**src/rtl/divider_nonrestoring_radix2.sv**
```systemverilog
// Sequential unsigned radix-2 non-restoring divider with a start/busy/done handshake.
// Each RUN cycle adds or subtracts the divisor depending on the sign of the partial remainder; FIX corrects the remainder.
module divider_nonrestoring_radix2 #(
    parameter int N = 8
) (
    input  logic         clk,
    input  logic         rst_n,
    input  logic         start,
    input  logic [N-1:0] dividend,
    input  logic [N-1:0] divisor,
    output logic         busy,
    output logic         done,
    output logic [N-1:0] quotient,
    output logic [N-1:0] remainder,
    output logic         div_by_zero
);

    localparam int CW = $clog2(N + 1);

    typedef enum logic [1:0] {
        IDLE,
        RUN,
        FIX
    } state_t;

    state_t        state;
    state_t        state_next;

    logic [N:0]    a;        // signed partial remainder
    logic [N-1:0]  q;
    logic [N-1:0]  m;
    logic [CW-1:0] count;

    logic [N:0]    a_shift;
    logic [N:0]    a_step;
    logic [N-1:0]  a_fix;
    logic          last_iter;

    // One non-restoring step: shift {A,Q} left, then add or subtract M by the old sign of A.
    always_comb begin
        a_shift   = {a[N-1:0], q[N-1]};
        a_step    = a[N] ? (a_shift + {1'b0, m}) : (a_shift - {1'b0, m});
        a_fix     = a[N-1:0] + m;
        last_iter = (count == CW'(N - 1));
    end

    // NOTE: every signal assigned in a combinational block gets a default first, so no path leaves it holding a value and no latch is inferred.
    always_comb begin
        state_next = state;
        case (state)
            IDLE: if (start) state_next = (divisor == '0) ? IDLE : RUN;
            RUN:  if (last_iter) state_next = FIX;
            FIX:  state_next = IDLE;
            default: state_next = IDLE;
        endcase
    end

    // NOTE: sequential state uses non-blocking assignments so every register samples pre-edge values, matching flip-flop behaviour.
    always_ff @(posedge clk or negedge rst_n) begin
        if (!rst_n) begin
            state <= IDLE;
        end else begin
            state <= state_next;
        end
    end

    // NOTE: all datapath registers are plain flops (no memory arrays), so each one is cleared by the async reset; an aborted operation leaves nothing behind.
    always_ff @(posedge clk or negedge rst_n) begin
        if (!rst_n) begin
            a           <= '0;
            q           <= '0;
            m           <= '0;
            count       <= '0;
            busy        <= 1'b0;
            done        <= 1'b0;
            quotient    <= '0;
            remainder   <= '0;
            div_by_zero <= 1'b0;
        end else begin
            done <= 1'b0;
            case (state)
                IDLE: begin
                    if (start) begin
                        a           <= '0;
                        q           <= dividend;
                        m           <= divisor;
                        count       <= '0;
                        div_by_zero <= 1'b0;
                        if (divisor == '0) begin
                            // Zero divisor completes on the accept edge with saturated quotient.
                            quotient    <= '1;
                            remainder   <= dividend;
                            div_by_zero <= 1'b1;
                            done        <= 1'b1;
                            busy        <= 1'b0;
                        end else begin
                            busy <= 1'b1;
                        end
                    end
                end
                RUN: begin
                    a     <= a_step;
                    q     <= {q[N-2:0], ~a_step[N]};
                    count <= count + CW'(1);
                end
                FIX: begin
                    // A negative final remainder is restored by adding M back once.
                    remainder <= a[N] ? a_fix : a[N-1:0];
                    quotient  <= q;
                    done      <= 1'b1;
                    busy      <= 1'b0;
                end
                default: ;
            endcase
        end
    end

endmodule

```
**config.mk**
```make
export PLATFORM = sky130hd
export DESIGN_NAME = divider_nonrestoring_radix2
export DESIGN_NICKNAME = d
export VERILOG_FILES = /design/src/rtl/divider_nonrestoring_radix2.sv
export SDC_FILE = /design/constraint.sdc
export NUM_CORES = 1
export LEC_CHECK = 0
export BUFFER_PORTS_ARGS = -buffer_cell sky130_fd_sc_hd__buf_4
export CAP_MARGIN = 30
export CORE_ASPECT_RATIO = 1.5
export CORE_UTILIZATION = 30
export CTS_BUF_LIST = sky130_fd_sc_hd__clkbuf_4 sky130_fd_sc_hd__clkbuf_8
export DETAILED_ROUTE_END_ITERATION = 7
export SYNTH_ARGS = -nofsm -noshare
export SYNTH_HDL_FRONTEND = slang
export SYNTH_SLANG_ARGS = --single-unit
export TNS_END_PERCENT = 30
```
**constraint.sdc**
```tcl
create_clock -name clk -period 6.98 [get_ports clk]
set_input_delay 0.349 -clock clk [delete_from_list [all_inputs] [get_ports clk]]
set_output_delay 0.349 -clock clk [all_outputs]
set_load 0.005 [all_outputs]
```
==> metrics, run 1 <==
first-pass iteration count of the detailed router=8; status=finished with violations; complex-gate fraction of the synthesized area=0.1689; detailed-route DRC error count=1; top post-synthesis cells by count=nand2_1, dfrtp_1, nor2_1; Post-layout nets=roughly 400; ANT cells=0; adder-cell area share of the yosys netlist=0.08509; Data required, critical path=roughly 7 ns; Crit path max-delay family=simple AND/OR/NAND/NOR gates; # IOs=38; largest area contributor in the netlist=dfrtp_1; failing checks=design-rule violations; first-pass GRT wire length=11.92 mm; worst IR drop on VDD=0.1994 mV; Post-CTS Setup Inserts=0; cts repair resizes=0; total global-route track usage=0.1474; share of layout cells above drive strength 1=0.1505; layout filler cell count=between 900 and 1000; ys flop type=dfrtp_1; clock slew at reported path FFs=around 0.090 ns; Setup CP Type=reg2reg; CTS Hold Buffers Added=0; I/O Buffers=37; CTS root buf=clkbuf_8; Routed Antenna Nets=0; crit-path cells=or3_1, nor3_1, nor2_1, xor2_1, ha_1, nand3_1, nand2_1, a221oi_1, xnor2_1, o21a_1; DPL Wire Length=approximately 5.4 mm; endpoints failing hold=0; Avg Cell Area, Syn=8.788 µm²; LEAKAGE=1.595 nW; fmax=around 370 MHz; RSZ-0062 raised after global routing=no; final worst path period need=2.682 ns; Die Span X=about 83 µm; vias in the first global route=between 2000 and 2500; placer congestion estimate=roughly 0.86; design area=~0.0035 mm²; initial antenna violation count=0; pin count of the biggest net entering global routing=51; DR vias=~2500; Simple-Gate Fraction of Synth Area=0.2397; total negative slack=0 ns; total grt overflow=0; std cell rows=44; insertion delay to the later sink of the worst-skew pair=0.31 ns; Worst Path Buf+Inv=0; initial core utilization=0.3083; Clock Skew=0.008527 ns; max-slew violation count=0; total CTS buffers=5; Startpoint Class=flop; Power Density=around 560 mW/mm²; H-tree levels=2; crit-path max cell delay=~0.44 ns; wire per inst=approximately 15 µm; most frequent cell after synthesis=nand2_1; CTS tree=yes; Clock Sinks=50; CP Max Fanout=6; post-synth top area share=0.4212; DR iter-0 viols=186; Final Cycle Share=0.3842; register bit count reported by yosys=50; sequential fraction of the synthesis area=0.4212; final hold slack=0.05570 ns; Max-slew headroom=0.3784; Die Y-Extent=about 120 µm; EDFF count, synth=0; Final Power=slightly below 2 mW; Routed WL=between 7 and 8 mm; Post-Syn Area=a little under 0.003 mm²; xor and xnor area share after synthesis=0.03833; Area Growth Syn to Fin=16.30%; Worst-Margin Slew=0.9290 ns; clk buf depth=2; Area after DPL=approximately 0.0033 mm²; share of synthesized registers carrying an async set or reset=1.000; Post-Syn Nets=roughly 380; final core utilization=0.3586; Max-Cap Viols=0; crit path DAT=between 2 and 3 ns; setup violators final=0; Worst Hold Class=in2async; Yosys cell types=51; drt via density=slightly above 5; Synthesis Warnings=0; Post-Synthesis Cells=roughly 340; largest family of logic cells by synthesized area=simple AND/OR/NAND/NOR gates; die area=between 0.01 and 0.015 mm²; mux contribution to synthesized area=0.01053; Area contributors post-synth=dfrtp_1, nand2_1, ha_1; Crit. End Element=flop; core region area=roughly 0.0096 mm²; slowest CP cell=dfrtp_1
==> per-layer routing <==
layer | up-vias | GRT usage | share of wire
li1 | 1241 | - | -
met1 | 1144 | 0.1747 | 0.43
met2 | 65 | 0.2633 | 0.50
met3 | 14 | 0.02717 | 0.037
met4 | 0 | 0.06034 | 0.028
met5 | - | 0 | 0
==> registers in the layout (all words and copies together), names as in the netlist <==
name         flops
m                8
remainder        8
q                8
count            4
done             1
state            2
quotient         8
busy             1
div_by_zero      1
a                9
==> path summary, 6_finish.rpt <==
check	startpoint	endpoint	slack [ns]	depth (start not counted)
min in group clk	divisor[5]	m[5]	0.23	3
hold reg to reg	count[3]	count[3]	0.49	1
setup / recovery	m[3]	q[0]	4.30	10
hold / removal	rst_n	quotient[4]	0.06	1
max in group asynchronous	rst_n	a[2]	6.47	1
setup reg to reg	m[3]	q[0]	4.30	10
==> layout by cell type, fill, tap and decap left out, drive strengths merged, types with 5 or more instances in the layout <==
cell and instances:
xnor2 6, nor3 8, o22ai 6, o21ai 17, nor2 44, buf 41, ha 17, dfrtp 50
clkbuf 7, xor2 7, o21a 6, nand3 12, inv 7, nand2b 5, a21oi 22, a31oi 6
nand2 57, nor2b 9
==> cell type report <==
type / instances / area, µm² / share of cell area
Sequential cell: 50 / 1251 / 0.3622
Tap cell: 115 / 143.9 / 0.04165
Inverter: 7 / 26.28 / 0.007606
Clock buffer: 7 / 83.83 / 0.02427
Multi-Input combinational cell: 266 / 1612 / 0.4665
Timing Repair Buffer: 41 / 307.8 / 0.08910
Clock inverter: 1 / 30.03 / 0.008693
==> power by group <==
part	internal [mW]	switching, mW	total [mW]
Clock	0.115	0.0979	0.213
Sequential	0.437	0.155	0.593
Combinational	0.534	0.594	1.13
==> stage by stage <==
stage                     instances  setup slack (ns)
final                           487             4.298
after global routing            487             4.056
after CTS                       487             4.292
after detailed placement        479             4.316
after global placement          479             4.358
after floorplan                 338             4.556
==> logic make-up after synthesis <==
kind of cell | count (synthesis)
AOI/OAI and AO/OA | 79
muxes | 3
xor gates and xnor gates | 13
adders and majority gates | 19
and+or+nand+nor | 152
buffers and inverters | 22
DFF | 50
Power figures use the tool's default switching activity.
==> run 2: changes to the inputs <==
Clock period 6.98 ns to 2.67 ns, I/O delays scaled along.
==> run 2 against run 1 <==
The run still ends with design-rule violations left. Via count is 2.4% higher. Cell count grew 1.2%. Critical endpoint unchanged. Largest power group unchanged. Critical path depth stayed put. Non-clock buffer count rose by 6. First-iteration DRC count fell by 20%. Worst hold slack worse by 0.041 ns. Clock skew fell by 0.0049 ns. Fmax is 2.6% higher. Clock power increased by 120%. Core utilization increased by 0.45 points. Routed wire length rose by 3.3%.
==> metrics, run 2 (synthesis gave the netlist of run 1 again) <==
status=finished with violations; failing checks=design-rule violations; final worst path period need=2.615 ns (-0.06693 ns); drt via density=5.120 (+1.2%); vias in the first global route=2505 (+5.0%); endpoints failing hold=0 (unchanged); design area=0.003498 mm² (+1.3%); wire per inst=15.05 µm (+2.1%); insertion delay to the later sink of the worst-skew pair=0.32 ns (about the same); final core utilization=0.3631 (+0.004546); first-pass iteration count of the detailed router=7 (-1); Area Growth Syn to Fin=17.78%; Largest register FFs=9 (unchanged); Max-Cap Viols=0 (unchanged); CTS tree=yes; pin count of the biggest net entering global routing=51 (unchanged); Clock Skew=0.003606 ns (-0.004921 ns); clk buf depth=2 (unchanged); first-pass GRT wire length=11.99 mm (+0.58%); RSZ-0062 raised after global routing=yes; I/O Buffers=37 (unchanged); CTS root buf=clkbuf_8; Clk network pwr share=0.093 (-0.017); Area after DPL=0.003378 mm² (+1.1%); DR vias=2524 (+2.4%); Post-layout nets=415 (+1.5%); Startpoint Class=flop; commonest cells after routing, fill and taps aside=nand2_1, dfrtp_1, buf_4, nor2_1, a21oi_1; crit path DAT=2.83 ns (-0.06 ns); R2R cell count=10 (unchanged); layout filler cell count=967 (-3.0%); Final Power=5.112 mW (+160%); die area=0.01031 mm² (unchanged); Routed WL=7.419 mm (+3.3%); Die Span X=83.25 µm (unchanged); initial core utilization=0.3083 (unchanged); CP Max Fanout=5 (-1); placer congestion estimate=0.8426 (-1.8%); Pint=2.812 mW (+160%); Setup CP Type=reg2reg; total grt overflow=0 (unchanged); total CTS buffers=5 (unchanged); Worst-Margin Slew=0.8475 ns (-0.08144 ns); std cell rows=44 (unchanged); Routed Antenna Nets=0 (unchanged); H-tree levels=2 (unchanged); clock slew at reported path FFs=0.09 ns (about the same); # IOs=38 (unchanged); Switch Pwr=2.300 mW (+170%); Gate power share=0.611 (+0.028); sequential share of power=0.297 (-0.010); total global-route track usage=0.1489 (+0.001477); DR iter-0 viols=149 (-20%); Data required, critical path=2.88 ns (-4.31 ns); worst IR drop on VDD=0.6524 mV (+230%); LEAKAGE=1.616 nW (+1.3%); Final Cycle Share=0.9794 (+0.5952); fmax=382.4 MHz (+2.6%); Sw Ratio=0.4499 (+0.01194); max-slew violation count=0 (unchanged); most common cell after layout, fill and taps aside=nand2_1; Worst Hold Class=in2reg; core region area=0.009634 mm² (unchanged); detailed-route DRC error count=1 (unchanged); Power Density=1461 mW/mm² (+160%); setup violators final=0 (unchanged); Clock Sinks=50 (unchanged); initial antenna violation count=0 (unchanged); share of layout cells above drive strength 1=0.1693 (+0.01877); Max-slew headroom=0.4350 (+0.05658); Min-Delay Path Depth=3; Die Y-Extent=123.9 µm (unchanged); Crit. End Element=flop; ANT cells=0 (unchanged); DPL Wire Length=5.523 mm (+2.6%); Top reg by flops=a
==> run 2: cell count changes in the layout (fill, tap and decap cells not counted), sizes merged <==
cell,before,now
clkinvlp,0,1
clkinv,0,1
bufinv,1,0
dlygate4sd3,0,1
buf,41,46
clkbuf,7,6
==> run 2: path summary, 6_finish.rpt <==
kind                             to       start  slack, ns
setup reg to reg               q[0]        m[4]       0.05
max in group asynchronous      a[1]       rst_n       1.83
min in group asynchronous      q[5]       rst_n       0.37
hold reg to reg            count[3]    count[3]       0.49
setup / recovery               q[0]        m[4]       0.05
hold / removal                 m[2]  divisor[2]       0.01
==> run 2: worst max-delay path, cell delays in order (launching register included) <==
cell and delay, ns:
dfrtp_1 0.42, or3_1 0.41, nor2_1 0.12, a21oi_1 0.08, xor2_1 0.17, ha_1 0.35
a21oi_1 0.18, nand2_1 0.15, a221oi_2 0.33, xnor2_1 0.12, o21a_1 0.18
==> run 2: area by class of cell <==
cell class / count / area (µm²) / share of cell area
Sequential cell: 50 / 1251 / 0.3577
Clock inverter: 2 / 12.51 / 0.003577
Clock buffer: 6 / 82.58 / 0.02361
Inverter: 7 / 26.28 / 0.007511
Multi-Input combinational cell: 266 / 1627 / 0.4649
Timing Repair Buffer: 47 / 355.3 / 0.1016
Tap cell: 115 / 143.9 / 0.04113
==> run 2: per-stage QoR <==
step                hold slack, ns  setup TNS (ns)  instances  worst slack [ns]
global placement            0.2083               0        484            0.1666
CTS                       0.005794               0        493           0.05683
finish                     0.01487               0        493           0.05489
global route               0.02460        -0.01767        493          -0.01767
detailed placement          0.2152               0        484           0.06874
floorplan                  -0.1621               0        338            0.2463
==> run 2: power by group through the flow <==
| stage | Combinational [mW] | Sequential (mW) | Clock (mW) |
|---|---|---|---|
| 2_1_floorplan | 2.25 | 1.43 | 0 |
| 3_3_place_gp | 2.93 | 1.51 | 0 |
| 3_5_place_dp | 3.04 | 1.53 | 0 |
| 4_1_cts | 3.06 | 1.51 | 0.494 |
| 5_1_grt | 3.48 | 1.57 | 0.522 |
| 6_report | 3.12 | 1.52 | 0.475 |
==> run 2: layer usage <==
metal  up-vias  GRT usage  wire [µm]
li1       1260          -          -
met1      1197     0.1639       3138
met2        53     0.2807       3841
met3        14    0.02253        217
met4         0    0.07004        221
met5         -          0          0
==> run 2: repair_timing <==
item | in CTS | in global routing
resized for setup | 0 | 3
hold endpoints to repair | 50 | 0
buffers inserted | 0 | 0
setup endpoints to repair | 0 | 3
hold buffers | 1 | 0
